--- src/rtl/req_tag_track_if.sv ---
// rtl/req_tag_track_if.sv - tag request, completion, drain and status signals of req_tag_track
interface req_tag_track_if #(
  parameter int WIDTH = 16,
  parameter int TAG_W = $clog2(WIDTH)
) ();
  logic             req_vld;
  logic             req_rdy;
  logic [TAG_W-1:0] req_tag;
  logic             cpl_vld;
  logic             cpl_last;
  logic [TAG_W-1:0] cpl_tag;
  logic             drain_req;
  logic             drain_done;
  logic [WIDTH-1:0] busy_vec;
  logic             busy_upd;
  logic             full;
  logic             empty;
  logic             err_dbl_free;
  logic             err_clr;

  modport master (
    output req_vld, cpl_vld, cpl_last, cpl_tag, drain_req, err_clr,
    input  req_rdy, req_tag, drain_done, busy_vec, busy_upd, full, empty, err_dbl_free
  );

  modport slave (
    input  req_vld, cpl_vld, cpl_last, cpl_tag, drain_req, err_clr,
    output req_rdy, req_tag, drain_done, busy_vec, busy_upd, full, empty, err_dbl_free
  );
endinterface

--- src/rtl/req_tag_track.sv ---
// rtl/req_tag_track.sv - outstanding request tag allocator with drain and double-free detection
// Optional release-to-grant bypass: define REQ_TAG_TRACK_FREE_BYPASS_EN.
module req_tag_track #(
  parameter int WIDTH = 16,
  parameter int TAG_W = $clog2(WIDTH)
) (
  input logic            clk,
  input logic            rst,
  req_tag_track_if.slave bus
);

  localparam logic [0:0] S_IDLE  = 1'b0;
  localparam logic [0:0] S_DRAIN = 1'b1;

  logic [WIDTH-1:0] r_busy;
  logic             r_upd;
  logic             r_done;
  logic             r_err;
  logic [0:0]       r_state;

  logic             w_full;
  logic             w_empty;
  logic             w_idle;
  logic [TAG_W-1:0] w_free_tag;
  logic             w_rel;
  logic             w_hit;
  logic             w_dbl;
  logic             w_rdy;
  logic [TAG_W-1:0] w_tag;
  logic             w_acc;
  logic [WIDTH-1:0] w_set;
  logic [WIDTH-1:0] w_clr;
  logic [WIDTH-1:0] w_next;
  logic [0:0]       w_state_nxt;
  logic             w_done_nxt;

  assign w_full  = &r_busy;
  assign w_empty = ~|r_busy;
  assign w_idle  = (r_state == S_IDLE);

  // Scan downward so the lowest free index is the last one written.
  always_comb begin
    w_free_tag = '0;
    for (int i = WIDTH - 1; i >= 0; i--) begin
      if (!r_busy[i]) w_free_tag = TAG_W'(i);
    end
  end

  assign w_rel = bus.cpl_vld & bus.cpl_last;
  assign w_hit = r_busy[bus.cpl_tag];
  assign w_dbl = w_rel & ~w_hit;

`ifdef REQ_TAG_TRACK_FREE_BYPASS_EN
  logic w_byp;
  // A tag freed while full is handed straight back out in the same cycle.
  assign w_byp = w_full & w_idle & w_rel & w_hit;
  assign w_rdy = (~w_full & w_idle) | w_byp;
  assign w_tag = w_byp ? bus.cpl_tag : w_free_tag;
`else
  assign w_rdy = ~w_full & w_idle;
  assign w_tag = w_free_tag;
`endif

  assign w_acc  = bus.req_vld & w_rdy;
  assign w_set  = w_acc ? (WIDTH'(1) << w_tag) : '0;
  assign w_clr  = (w_rel & w_hit) ? (WIDTH'(1) << bus.cpl_tag) : '0;
  // Set after clear: a same-tag release and grant leaves the bit owned.
  assign w_next = (r_busy & ~w_clr) | w_set;

  always_comb begin
    w_state_nxt = r_state;
    w_done_nxt  = 1'b0;
    case (r_state)
      S_IDLE: begin
        if (bus.drain_req) w_state_nxt = S_DRAIN;
      end
      S_DRAIN: begin
        if (w_empty) begin
          w_state_nxt = S_IDLE;
          w_done_nxt  = 1'b1;
        end else if (!bus.drain_req) begin
          w_state_nxt = S_IDLE;
        end
      end
      default: w_state_nxt = S_IDLE;
    endcase
  end

  always_ff @(posedge clk or posedge rst) begin
    if (rst) begin
      r_busy  <= '0;
      r_upd   <= 1'b0;
      r_done  <= 1'b0;
      r_err   <= 1'b0;
      r_state <= S_IDLE;
    end else begin
      r_busy  <= w_next;
      r_upd   <= (w_next != r_busy);
      r_done  <= w_done_nxt;
      r_state <= w_state_nxt;
      // A new error outranks a same-cycle clear.
      if (w_dbl)            r_err <= 1'b1;
      else if (bus.err_clr) r_err <= 1'b0;
    end
  end

  assign bus.req_rdy      = w_rdy;
  assign bus.req_tag      = w_tag;
  assign bus.busy_vec     = r_busy;
  assign bus.busy_upd     = r_upd;
  assign bus.drain_done   = r_done;
  assign bus.full         = w_full;
  assign bus.empty        = w_empty;
  assign bus.err_dbl_free = r_err;

endmodule

--- src/flat_wrapper.sv ---
// flat-port wrapper written by rule: the top's interface ports become plain ports
module req_tag_track_flat 
#(
  parameter int WIDTH = 16,
  parameter int TAG_W = $clog2(WIDTH)
)
  (clk, rst, bus_req_vld, bus_cpl_vld, bus_cpl_last, bus_cpl_tag, bus_drain_req, bus_err_clr, bus_req_rdy, bus_req_tag, bus_drain_done, bus_busy_vec, bus_busy_upd, bus_full, bus_empty, bus_err_dbl_free);
  req_tag_track_if #(.WIDTH(WIDTH), .TAG_W(TAG_W)) bus_i ();
  input logic clk;
  input logic rst;
  input wire logic [$bits(bus_i.req_vld)-1:0] bus_req_vld;
  input wire logic [$bits(bus_i.cpl_vld)-1:0] bus_cpl_vld;
  input wire logic [$bits(bus_i.cpl_last)-1:0] bus_cpl_last;
  input wire logic [$bits(bus_i.cpl_tag)-1:0] bus_cpl_tag;
  input wire logic [$bits(bus_i.drain_req)-1:0] bus_drain_req;
  input wire logic [$bits(bus_i.err_clr)-1:0] bus_err_clr;
  output wire logic [$bits(bus_i.req_rdy)-1:0] bus_req_rdy;
  output wire logic [$bits(bus_i.req_tag)-1:0] bus_req_tag;
  output wire logic [$bits(bus_i.drain_done)-1:0] bus_drain_done;
  output wire logic [$bits(bus_i.busy_vec)-1:0] bus_busy_vec;
  output wire logic [$bits(bus_i.busy_upd)-1:0] bus_busy_upd;
  output wire logic [$bits(bus_i.full)-1:0] bus_full;
  output wire logic [$bits(bus_i.empty)-1:0] bus_empty;
  output wire logic [$bits(bus_i.err_dbl_free)-1:0] bus_err_dbl_free;
  assign bus_i.req_vld = bus_req_vld;
  assign bus_i.cpl_vld = bus_cpl_vld;
  assign bus_i.cpl_last = bus_cpl_last;
  assign bus_i.cpl_tag = bus_cpl_tag;
  assign bus_i.drain_req = bus_drain_req;
  assign bus_i.err_clr = bus_err_clr;
  assign bus_req_rdy = bus_i.req_rdy;
  assign bus_req_tag = bus_i.req_tag;
  assign bus_drain_done = bus_i.drain_done;
  assign bus_busy_vec = bus_i.busy_vec;
  assign bus_busy_upd = bus_i.busy_upd;
  assign bus_full = bus_i.full;
  assign bus_empty = bus_i.empty;
  assign bus_err_dbl_free = bus_i.err_dbl_free;
  req_tag_track #(.WIDTH(WIDTH), .TAG_W(TAG_W)) u_core (.clk(clk), .rst(rst), .bus(bus_i));
endmodule
--- config.mk ---
export PLATFORM = sky130hd
export DESIGN_NAME = req_tag_track_flat
export DESIGN_NICKNAME = d
export VERILOG_FILES = /design/src/rtl/req_tag_track_if.sv /design/src/rtl/req_tag_track.sv /design/src/flat_wrapper.sv
export SDC_FILE = /design/constraint.sdc
export NUM_CORES = 1
export LEC_CHECK = 0
export CAP_MARGIN = 0
export CORE_ASPECT_RATIO = 0.6
export CORE_MARGIN = 2
export CORE_UTILIZATION = 54
export CTS_BUF_LIST = sky130_fd_sc_hd__clkbuf_4 sky130_fd_sc_hd__clkbuf_8
export DETAILED_ROUTE_END_ITERATION = 6
export GPL_TIMING_DRIVEN = 0
export PLACE_DENSITY = 0.87
export SKIP_LAST_GASP = 1
export SLEW_MARGIN = 20
export SYNTH_ARGS = -nofsm -noshare
export SYNTH_HDL_FRONTEND = slang
export SYNTH_SLANG_ARGS = --single-unit
--- constraint.sdc ---
create_clock -name clk -period 3.3 [get_ports clk]
set_input_delay 0.33 -clock clk [delete_from_list [all_inputs] [get_ports clk]]
set_output_delay 0.33 -clock clk [all_outputs]
set_load 0.1 [all_outputs]
Word-level counts from Yosys, hierarchy flattened
Index checks and enable logic that the tools add are counted.

Word-level logic and storage cells: 51. Input port bits: 11. Output and inout bits: 26. Register bits: 20.

$lt $le $gt $ge: 1. Shifts and indexed selects: 2. Mux-type cells: 27. Equality and inequality tests: 1. Reduce and logical (&&, ||, !) cells: 4. Bitwise gates (word level): 11.

Operators by type and width (number): $mux W4 (16); $mux W16 (2); $shl A1 B4 Y16 const A (2); $and A16 B16 Y16 (1); $ne A16 B16 Y1 (1); $not A16 Y16 (1); $or A16 B16 Y16 (1); $reduce_and A16 Y1 (1); $reduce_or A16 Y1 (1); $mux W1 (7); $and A1 B1 Y1 (5); $lt A4 B5 Y1 const B (1); $bmux W1 S4 (1); $not A1 Y1 (3); $pmux W1 S2 (1); $reduce_bool A2 Y1 (1); $logic_not A1 Y1 (1).

Depth between registers and ports, before layout
Depth after elaboration: 20. Depth in mapped cells: 7. Mapped depth without buffers: 6.

Least setup slack after synthesis
OpenSTA, ideal clock, no wires.

Path type: register -> output. Start: register u_core.r_busy[5], in the netlist u_core.bus.busy_vec[5]. End: output port bus_req_rdy. Data arrival time: 6144 ps. Data required time: 2970 ps. Stages on the path, launching flop included: 5. Setup slack: -3174 ps. Path buffers: 1. Cells stage by stage: dfrtp_1 -> buf_4 -> nand4_1 -> nor4_1 -> nor2_1.

Longest elaborated chain between the ends: 3.

RTL lines: start: declaration (RTL line req_tag_track.sv:15) `logic [WIDTH-1:0] r_busy;`; start signal: assignment (RTL line req_tag_track.sv:97) `r_busy <= w_next;`; $reduce_and A16 Y1 (RTL line req_tag_track.sv:37) `assign w_full = &r_busy;`; net bus_full (RTL line flat_wrapper.sv:22) `output wire logic [$bits(bus_i.full)-1:0] bus_full;`; $not A1 Y1 (RTL line req_tag_track.sv:60) `assign w_rdy = ~w_full & w_idle;`; $and A1 B1 Y1 (RTL line req_tag_track.sv:60); end: declaration (RTL line flat_wrapper.sv:17) `output wire logic [$bits(bus_i.req_rdy)-1:0] bus_req_rdy;`.

The timed path passes the listed nets, and every way through them passes these cells.

Worst setup path in the final report
Start: register u_core.r_busy[14], in the netlist u_core.bus.busy_vec[14]. End: output port bus_req_tag[0].

Longest elaborated chain between the ends: 15.

RTL lines: $mux W4 (15 in series) (RTL line req_tag_track.sv:45) `if (!r_busy[i]) w_free_tag = TAG_W'(i);`; end: declaration (RTL line flat_wrapper.sv:18) `output wire logic [$bits(bus_i.req_tag)-1:0] bus_req_tag;`.

No other way between the ends.

==> impl_metrics.env <==
export IMPL_clk_latency_ns=0.26
export IMPL_portBuffers=35
export IMPL_multiInputGateArea_um2=871
export IMPL_report_final_setup_viol=0
export IMPL_hold_viol_final=0
export IMPL_cp_top_family="buffers and inverters"
export IMPL_drtIter0Drc=254
export IMPL_status="complete, no violations"
export IMPL_layout_drive_gt1_share_pct=16.0
export IMPL_layout_nets=212
export IMPL_grt_pass1_wl_mm=7.33
export IMPL_synthDistinctLibCells=49
export IMPL_synth_edf_count=0
export IMPL_post_route_period_util_pct=95.9
export IMPL_post_place_ws_ns=0.204
export IMPL_syn_area_um2=1440
export IMPL_place_congestion=1.11
export IMPL_synth_flop_cell="dfrtp_1"
export IMPL_placementRows=14
export IMPL_root_buffer="clkbuf_8"
export IMPL_wl_per_cell_um=20.0
export IMPL_cts_buffer_depth=2
export IMPL_crit_type="reg2out"
export IMPL_holdWs_ns=0.434
export IMPL_period_needed_ns=3.16
export IMPL_fin_skew_ns=0.00588
export IMPL_relSlewSlack_pct=34.5
export IMPL_num_vias=1646
export IMPL_setup_tns_ns=0
export IMPL_cp_start_kind="flip-flop"
export IMPL_worst_path_buf_inv=2
export IMPL_crit_path_max_incr_delay_ns=0.86
export IMPL_ios=37
export IMPL_dieWidth_um=70.6
export IMPL_clk_pin_slew_worst_paths_ns=0.08
export IMPL_rsz0062_at_grt="no"
export IMPL_fin_ws_ns=0.137
export IMPL_synth_avg_cell_area_um2=8.94
export IMPL_synth_cells=161
export IMPL_drtAntennaViolNets=0
export IMPL_core_area_um2=2520
export IMPL_seq_area_frac_synth_pct=34.8
export IMPL_grt_ovfl_total=0
export IMPL_synth_async_reset_ratio_pct=100
export IMPL_grt_start_max_net_pins=21
export IMPL_antennaDiodeCount=0
export IMPL_maxCapViolCount=0
export IMPL_arrival_ns=2.83
export IMPL_cts_inserted_buffers=3
export IMPL_synth_seq_cells=20
export IMPL_htree_levels=1
export IMPL_critPathMaxFanout=7
export IMPL_ff_latch_area_um2=500
export IMPL_fmaxAchievable_mhz=316
export IMPL_fin_cells=232
export IMPL_crit_slowest_cell="dlygate4sd2_1"
export IMPL_yosys_warnings=0
export IMPL_dr_pass1_iters=6
export IMPL_critPathRequiredTime_ns=2.97
export IMPL_vias_per_cell=7.09
export IMPL_areaGrowthSynthToFinish_pct=32.3
export IMPL_yosysTopAreaCell="dfrtp_1"
export IMPL_cts_tree="built"
export IMPL_dp_hpwl_mm=3.36
export IMPL_die_h_um=44.0
export IMPL_grt_pass1_vias=1487
export IMPL_num_fill_cells=175
export IMPL_cts_hold_buf=0
export IMPL_synth_top_area_share_pct=34.8
export IMPL_die_area_um2=3110
export IMPL_cp_cell_sequence="nor2b_4 > o221ai_2 > a221o_1 > a31o_1 > inv_1 > dlygate4sd2_1"
export IMPL_yosys_top_cells_area="dfrtp_1 35%, o21ai_0 5.9%, mux4_2 4.7%"
export IMPL_drc=0
export IMPL_postCtsSetupBuffers=0
export IMPL_endpoint_kind="output pin"
export IMPL_grt_total_usage_pct=31.2
export IMPL_antenna_found_initial=0
export IMPL_dp_cells=228
export IMPL_syn_num_nets=172
export IMPL_cts_sinks=20
export IMPL_tightest_slew_ns=0.980
export IMPL_initial_core_util_pct=57.0
export IMPL_hold_class="in2reg"
export IMPL_totalWireLength_mm=4.64
export IMPL_slew_viol_final=0
## synthesized netlist by cell type, types with 2 or more instances
cell type  instances
dfrtp_1           20
o21ai_0           17
nand2_1           15
nor2_1            14
inv_1              8
nand4_1            6
nand3_1            5
nor4_1             5
a21oi_1            4
a31o_2             4
and4_1             4
nand2b_1           4
or2_2              4
a211oi_1           3
buf_6              3
mux4_2             3
nor2b_1            3
o31ai_1            3
a41oi_1            2
buf_4              2
mux2_2             2
o2111ai_1          2
o22a_1             2
## metrics by stage
step	instance area (um^2)	util, %
2_1_floorplan	1460	-
3_3_place_gp	1850	73.3
3_5_place_dp	1850	73.3
4_1_cts	1900	75.4
5_1_grt	1900	75.4
6_report	1900	75.4
## timing repair
| item | 4_1_cts | 5_1_grt |
|---|---|---|
| endpoints found under the hold margin | 0 | 0 |
| endpoints found under the setup margin | 1 | 0 |
| gates resized for setup | 1 | 0 |
## cell type report
type	instances	share of cell area, %
multi-input combinational	126	45.8
sequential	20	26.3
timing repair buffer	35	18.3
buffer	7	3.02
clock buffer	4	2.89
tap	32	2.10
inverter	8	1.58
## layer usage
metal,vias to the layer above,wire (um),track usage (%)
met5,-,0,0
met4,0,225,14.0
met1,748,1810,44.2
li1,702,-,-
met2,157,1910,46.2
met3,39,688,7.67
## cells by family (layout without fill, tap and decap cells)
family          Yosys count  after routing  synth area share (%)
simple gates             71             71                  27.5
mux                       5              5                  6.26
flops                    20             20                  34.8
buf+inv                  15             54                  6.09
compound gates           50             50                  25.4
## cell usage in the layout (no fill, tap or decap), drive strengths merged, types with 4 or more instances in the layout
cell type and count:
clkbuf 5, nand4 6, nor2 14, dfrtp 20, a21oi 4, nor2b 4, o31ai 4, o21ai 17
or2 4, clkdlybuf4s50 34, nand2b 4, nand2 15, inv 8, buf 6, nor4 5, and4 4
nand3 6, a31o 5
## path summary, 6_finish.rpt
check	endpoint	slack [ns]	cells after the start	start
worst max-delay path	bus_req_tag[0]	0.14	6	u_core.bus.busy_vec[14]
worst min-delay path	u_core.bus.busy_vec[7]	0.43	2	bus_cpl_tag[0]
worst max register to register	u_core.bus.busy_upd	1.36	5	u_core.bus.busy_vec[15]
worst min register to register	u_core.bus.err_dbl_free	0.56	2	u_core.bus.err_dbl_free
max in group asynchronous	u_core.bus.busy_vec[13]	2.29	2	rst
min in group asynchronous	u_core.bus.busy_vec[15]	0.51	2	rst
## sequential cells by signal, indices dropped and copies added, names as in the netlist
name                     flops
u_core.bus.err_dbl_free      1
u_core.bus.busy_upd          1
u_core.r_state               1
u_core.bus.drain_done        1
u_core.bus.busy_vec         16
## worst register-to-register path, cell delays in order, from the launching register on
cell and delay, ns:
dfrtp_1 0.55, nand4_1 0.26, nor2_1 0.40, nand2_1 0.16, a211oi_1 0.29, o311ai_1 0.14
Power is left out: the tool's default activity adds up to more than one toggle a clock period on the data nets, which glitch-free logic cannot reach.
==> RTL edit 1 (same flow settings) <==
`WIDTH` is set to 16 in 3 places; all go to 32.
--- a/src/rtl/req_tag_track_if.sv
+++ b/src/rtl/req_tag_track_if.sv
@@ -1,5 +1,5 @@
 // rtl/req_tag_track_if.sv - tag request, completion, drain and status signals of req_tag_track
 interface req_tag_track_if #(
-  parameter int WIDTH = 16,
+  parameter int WIDTH = 32,
   parameter int TAG_W = $clog2(WIDTH)
 ) ();
--- a/src/rtl/req_tag_track.sv
+++ b/src/rtl/req_tag_track.sv
@@ -2,5 +2,5 @@
 // Optional release-to-grant bypass: define REQ_TAG_TRACK_FREE_BYPASS_EN.
 module req_tag_track #(
-  parameter int WIDTH = 16,
+  parameter int WIDTH = 32,
   parameter int TAG_W = $clog2(WIDTH)
 ) (
--- a/src/flat_wrapper.sv
+++ b/src/flat_wrapper.sv
@@ -2,5 +2,5 @@
 module req_tag_track_flat 
 #(
-  parameter int WIDTH = 16,
+  parameter int WIDTH = 32,
   parameter int TAG_W = $clog2(WIDTH)
 )
Interface: changed (resized bus_busy_vec, bus_cpl_tag and bus_req_tag); port bits go from 37 to 55. No check against the original RTL was run, so the function may have changed too.
==> RTL edit 1 against the original RTL <==
  * Count of clock-buffer cells in the layout rose by 2
  * Wire length rose by 140%
  * Via count rose by 100%
  * Sequential cell count rose by 16
  * Cell area rose by 86%
  * Area after synthesis rose by 99%
  * Worst setup slack got worse by 0.10 ns
  * Hold slack improved by 0.077 ns
  * Critical path depth fell by 1
  * Largest cell class unchanged
==> RTL edit 1: results (changes against the original RTL) <==
Via count: 3,341 (+100%)
Clock sink count: 36 (+80%)
I/O Buffers: 52 (+49%)
Share of cells above drive strength 1: 12.59% (-3.4 points)
PostCTS Resize Cnt: 6 (+5)
Clock buffer cells: 6 (+2)
ClkCell Share: 2.292% (-0.60 points)
Slowest CP cell: clkdlybuf4s50_1
Status: complete, no violations
Die area: 0.005911 mm2 (+90%)
GPL Wtd Cong: 1.045 (-6.2%)
Library cells used by synthesis: 60 (+22%)
Syn Nets: 358 (+110%)
Delay of the slowest critical-path stage: 1.15 ns (+0.29 ns)
Final nets: 417 (+97%)
Initial DRC count: 490 (+93%)
Largest register FFs: 32 (+16)
Inverters: 12 (+4)
Util after Layout: 69.85% (-5.6 points)
Post-Route M1 WL: 4.579 mm (+150%)
Worst Skew: 0.006903 ns (+0.001023 ns)
Sequential cell area share: 25.39% (-0.91 points)
Layout Cells excl Fill: 472 (+100%)
Crit-path max FO: 8 (+1)
Vias in the first global route: 2,875 (+93%)
Post-synthesis mux area share: 9.628% (+3.4 points)
Placed cell areas: 0.003485 mm2 (+88%)
Post-Place Worst Slack: 0.004042 ns (-0.1997 ns)
Synth Area in XOR/XNOR: 0.3063% (+0.31 points)
[RTL edit 1: worst paths after layout]
kind	cells past startpoint	endpoint	startpoint	slack [ns]
min	2	u_core.bus.busy_vec[12]$_DFF_PP0_	rst	0.51
min reg2reg	2	u_core.bus.err_dbl_free$_DFFE_PP0P_	u_core.bus.err_dbl_free$_DFFE_PP0P_	0.53
max	5	bus_req_tag[3]	u_core.bus.busy_vec[17]$_DFF_PP0_	0.04
max reg2reg	10	u_core.bus.busy_upd$_DFF_PP0_	u_core.bus.busy_vec[8]$_DFF_PP0_	0.40
max in group asynchronous	2	u_core.bus.busy_vec[3]$_DFF_PP0_	rst	2.29
min in group clk	2	u_core.bus.err_dbl_free$_DFFE_PP0P_	u_core.bus.err_dbl_free$_DFFE_PP0P_	0.53
[RTL edit 1: power by group through the flow]
stage	registers, mW	clock network [mW]	logic, mW
finish	0.669	0.314	2.43
global route	0.673	0.333	2.49
CTS	0.658	0.310	2.36
detailed placement	0.666	0	2.37
global placement	0.662	0	2.37
floorplan	1.25	0	1.16
==> RTL edit 2 (same flow settings) <==
Without the edit above. Make the reset (`rst`) synchronous in one clocked block.
--- a/src/rtl/req_tag_track.sv
+++ b/src/rtl/req_tag_track.sv
@@ -87,5 +87,5 @@
   end
 
-  always_ff @(posedge clk or posedge rst) begin
+  always_ff @(posedge clk) begin
     if (rst) begin
       r_busy  <= '0;
Function: differs if rst is asserted again (counterexample within 4 cycles, from zero or initial values and one cycle with rst high); with rst held inactive, the same outputs for 10 cycles.
==> RTL edit 2 against the original RTL <==
  * Register-to-register slack got worse by 0.32 ns
  * Worst setup slack worse by 0.088 ns
  * Maximum frequency decreased by 2.7%
  * Highest routed layer unchanged
  * Cell area rose by 3.0%
  * Via count grew 5.0%
  * Core utilization up 0.65 points
  * Wire length is 10% higher
  * Sequential cell count is the same
  * Hold slack better by 0.054 ns
  * Area after synthesis increased by 4.0%
  * Global-route usage is 2.7 points higher
Power is left out: it rests on default switching activity, and per cell area and clock period it moved more than threefold.
==> RTL edit 2: results (changes against the original RTL) <==
Share of cells above drive strength 1: 21.05% (+5.1 points)
Vias in the first global route: 1,583 (+6.5%)
Worst Hold End: u_core.bus.busy_vec[9]$_SDFF_PP0_
Status: complete, no violations
Max-Cap Viols: 0 (unchanged)
List of most frequent post-synthesis cells: nand2_1 (24), dfxtp_1 (20), a21oi_1 (17), nor2_1 (17), o21ai_0 (12)
Compound-Gate Fraction of Synth Area: 26.09% (+0.70 points)
Delay of the slowest critical-path stage: 1.19 ns (+0.33 ns)
Slowest CP cell: clkdlybuf4s50_1
Library cells used by synthesis: 52 (+6.1%)
M3 GR Usage: 7.366% (-0.31 points)
Per-cell routed wire length: 19.63 um (-1.8%)
PostCTS Resize Cnt: 1 (unchanged)
Clk_lat worst skew: 0.26 ns (about the same)
Via/cell ratio: 6.650 (-6.3%)
Syn Nets: 202 (+17%)
Initial antenna violation count: 0 (unchanged)
Asr flop ratio synth: 0% (-100 points)
Top cells by area, synth: dfxtp_1 (27%), nand2_1 (6.0%), a21oi_1 (5.7%)
GPL Wtd Cong: 0.9803 (-12%)
Drt pass-1 iters: 5 (-1)
I/O Buffers: 33 (-5.7%)
Total track usage: 33.92% (+2.7 points)
Post-Route M1 WL: 2.178 mm (+20%)
M2 GR Usage: 52.41% (+6.2 points)
R2R setup slack: 1.04 ns (-0.32 ns)
Met1 usage: 48.96% (+4.8 points)
Met3 WL post-DR: 696 um (+1.2%)
CTS Buf Count: 3 (unchanged)
R2r startpoint: u_core.bus.busy_vec[11]$_SDFF_PP0_
Synth Area in Adders: 0% (unchanged)
Critical Path AT: 2.92 ns (+0.09 ns)
Post-synthesis mux area share: 6.187% (-0.074 points)
Initial DRC count: 237 (-6.7%)
Seq/Total Area, Yosys: 26.76% (-8.0 points)
HP Class: in2reg
Hpwl dp: 3.861 mm (+15%)
R2R cell count: 7 (+2)
WL met2: 2.150 mm (+12%)
Synth Area in XOR/XNOR: 0% (unchanged)
Crit-path leading delay family: buffers and inverters
Clock Tree Root: clkbuf_8
Pin count of the biggest net entering global routing: 12 (-43%)
Maximum clock path buffer count: 2 (unchanged)
Reg2Reg Capture Point: u_core.bus.busy_upd$_SDFF_PP0_
Highest metal used: met4
First-pass GRT wire length: 8.231 mm (+12%)
Yosys warnings: 0 (unchanged)
Antenna diodes: 0 (unchanged)
Setup crit start: u_core.bus.busy_vec[0]$_SDFF_PP0_
Worst Skew: 0.004283 ns (-0.001597 ns)
CP Capture Point: bus_full
Crit-path max FO: 9 (+2)
H-Tree Depth: 1 (unchanged)
Worst slew margin: 33.46% (-1.0 points)
Final nets: 240 (+13%)
Min-Delay Startpoint: rst
Post-route ant nets: 0 (unchanged)
==> RTL edit 2: cell types whose count changed in the layout (fill, tap and decap cells not counted), moves of 5 or more <==
cell	unedited run	this run
a21oi_1	4	17
buf_2	1	6
dfrtp_1	20	0
dfxtp_1	0	9
dfxtp_2	0	10
nand2_1	15	24
nor3_1	0	5
o21ai_0	17	12
==> RTL edit 2: layout make-up <==
type | instances | area (um2)
Multi-Input combinational cell | 150 | 1017
Fill cell | 181 | 615.6
Sequential cell | 20 | 416.7
Timing Repair Buffer | 33 | 329.1
Buffer | 11 | 63.81
Clock buffer | 4 | 55.05
Tap cell | 32 | 40.04
Inverter | 10 | 37.54
==> RTL edit 2: per-stage QoR <==
step	hold WS, ns	instances	util (%)	area, um2	setup slack [ns]
after CTS	0.4763	260	76.09	1959	0.06327
after floorplan	0.4803	191	-	1535	0.01028
final	0.4882	260	76.09	1959	0.04919
after detailed placement	0.4935	256	74.00	1906	0.2642
after global placement	0.4755	256	74.00	1906	0.3064
after global routing	0.5208	260	76.09	1959	0.001375
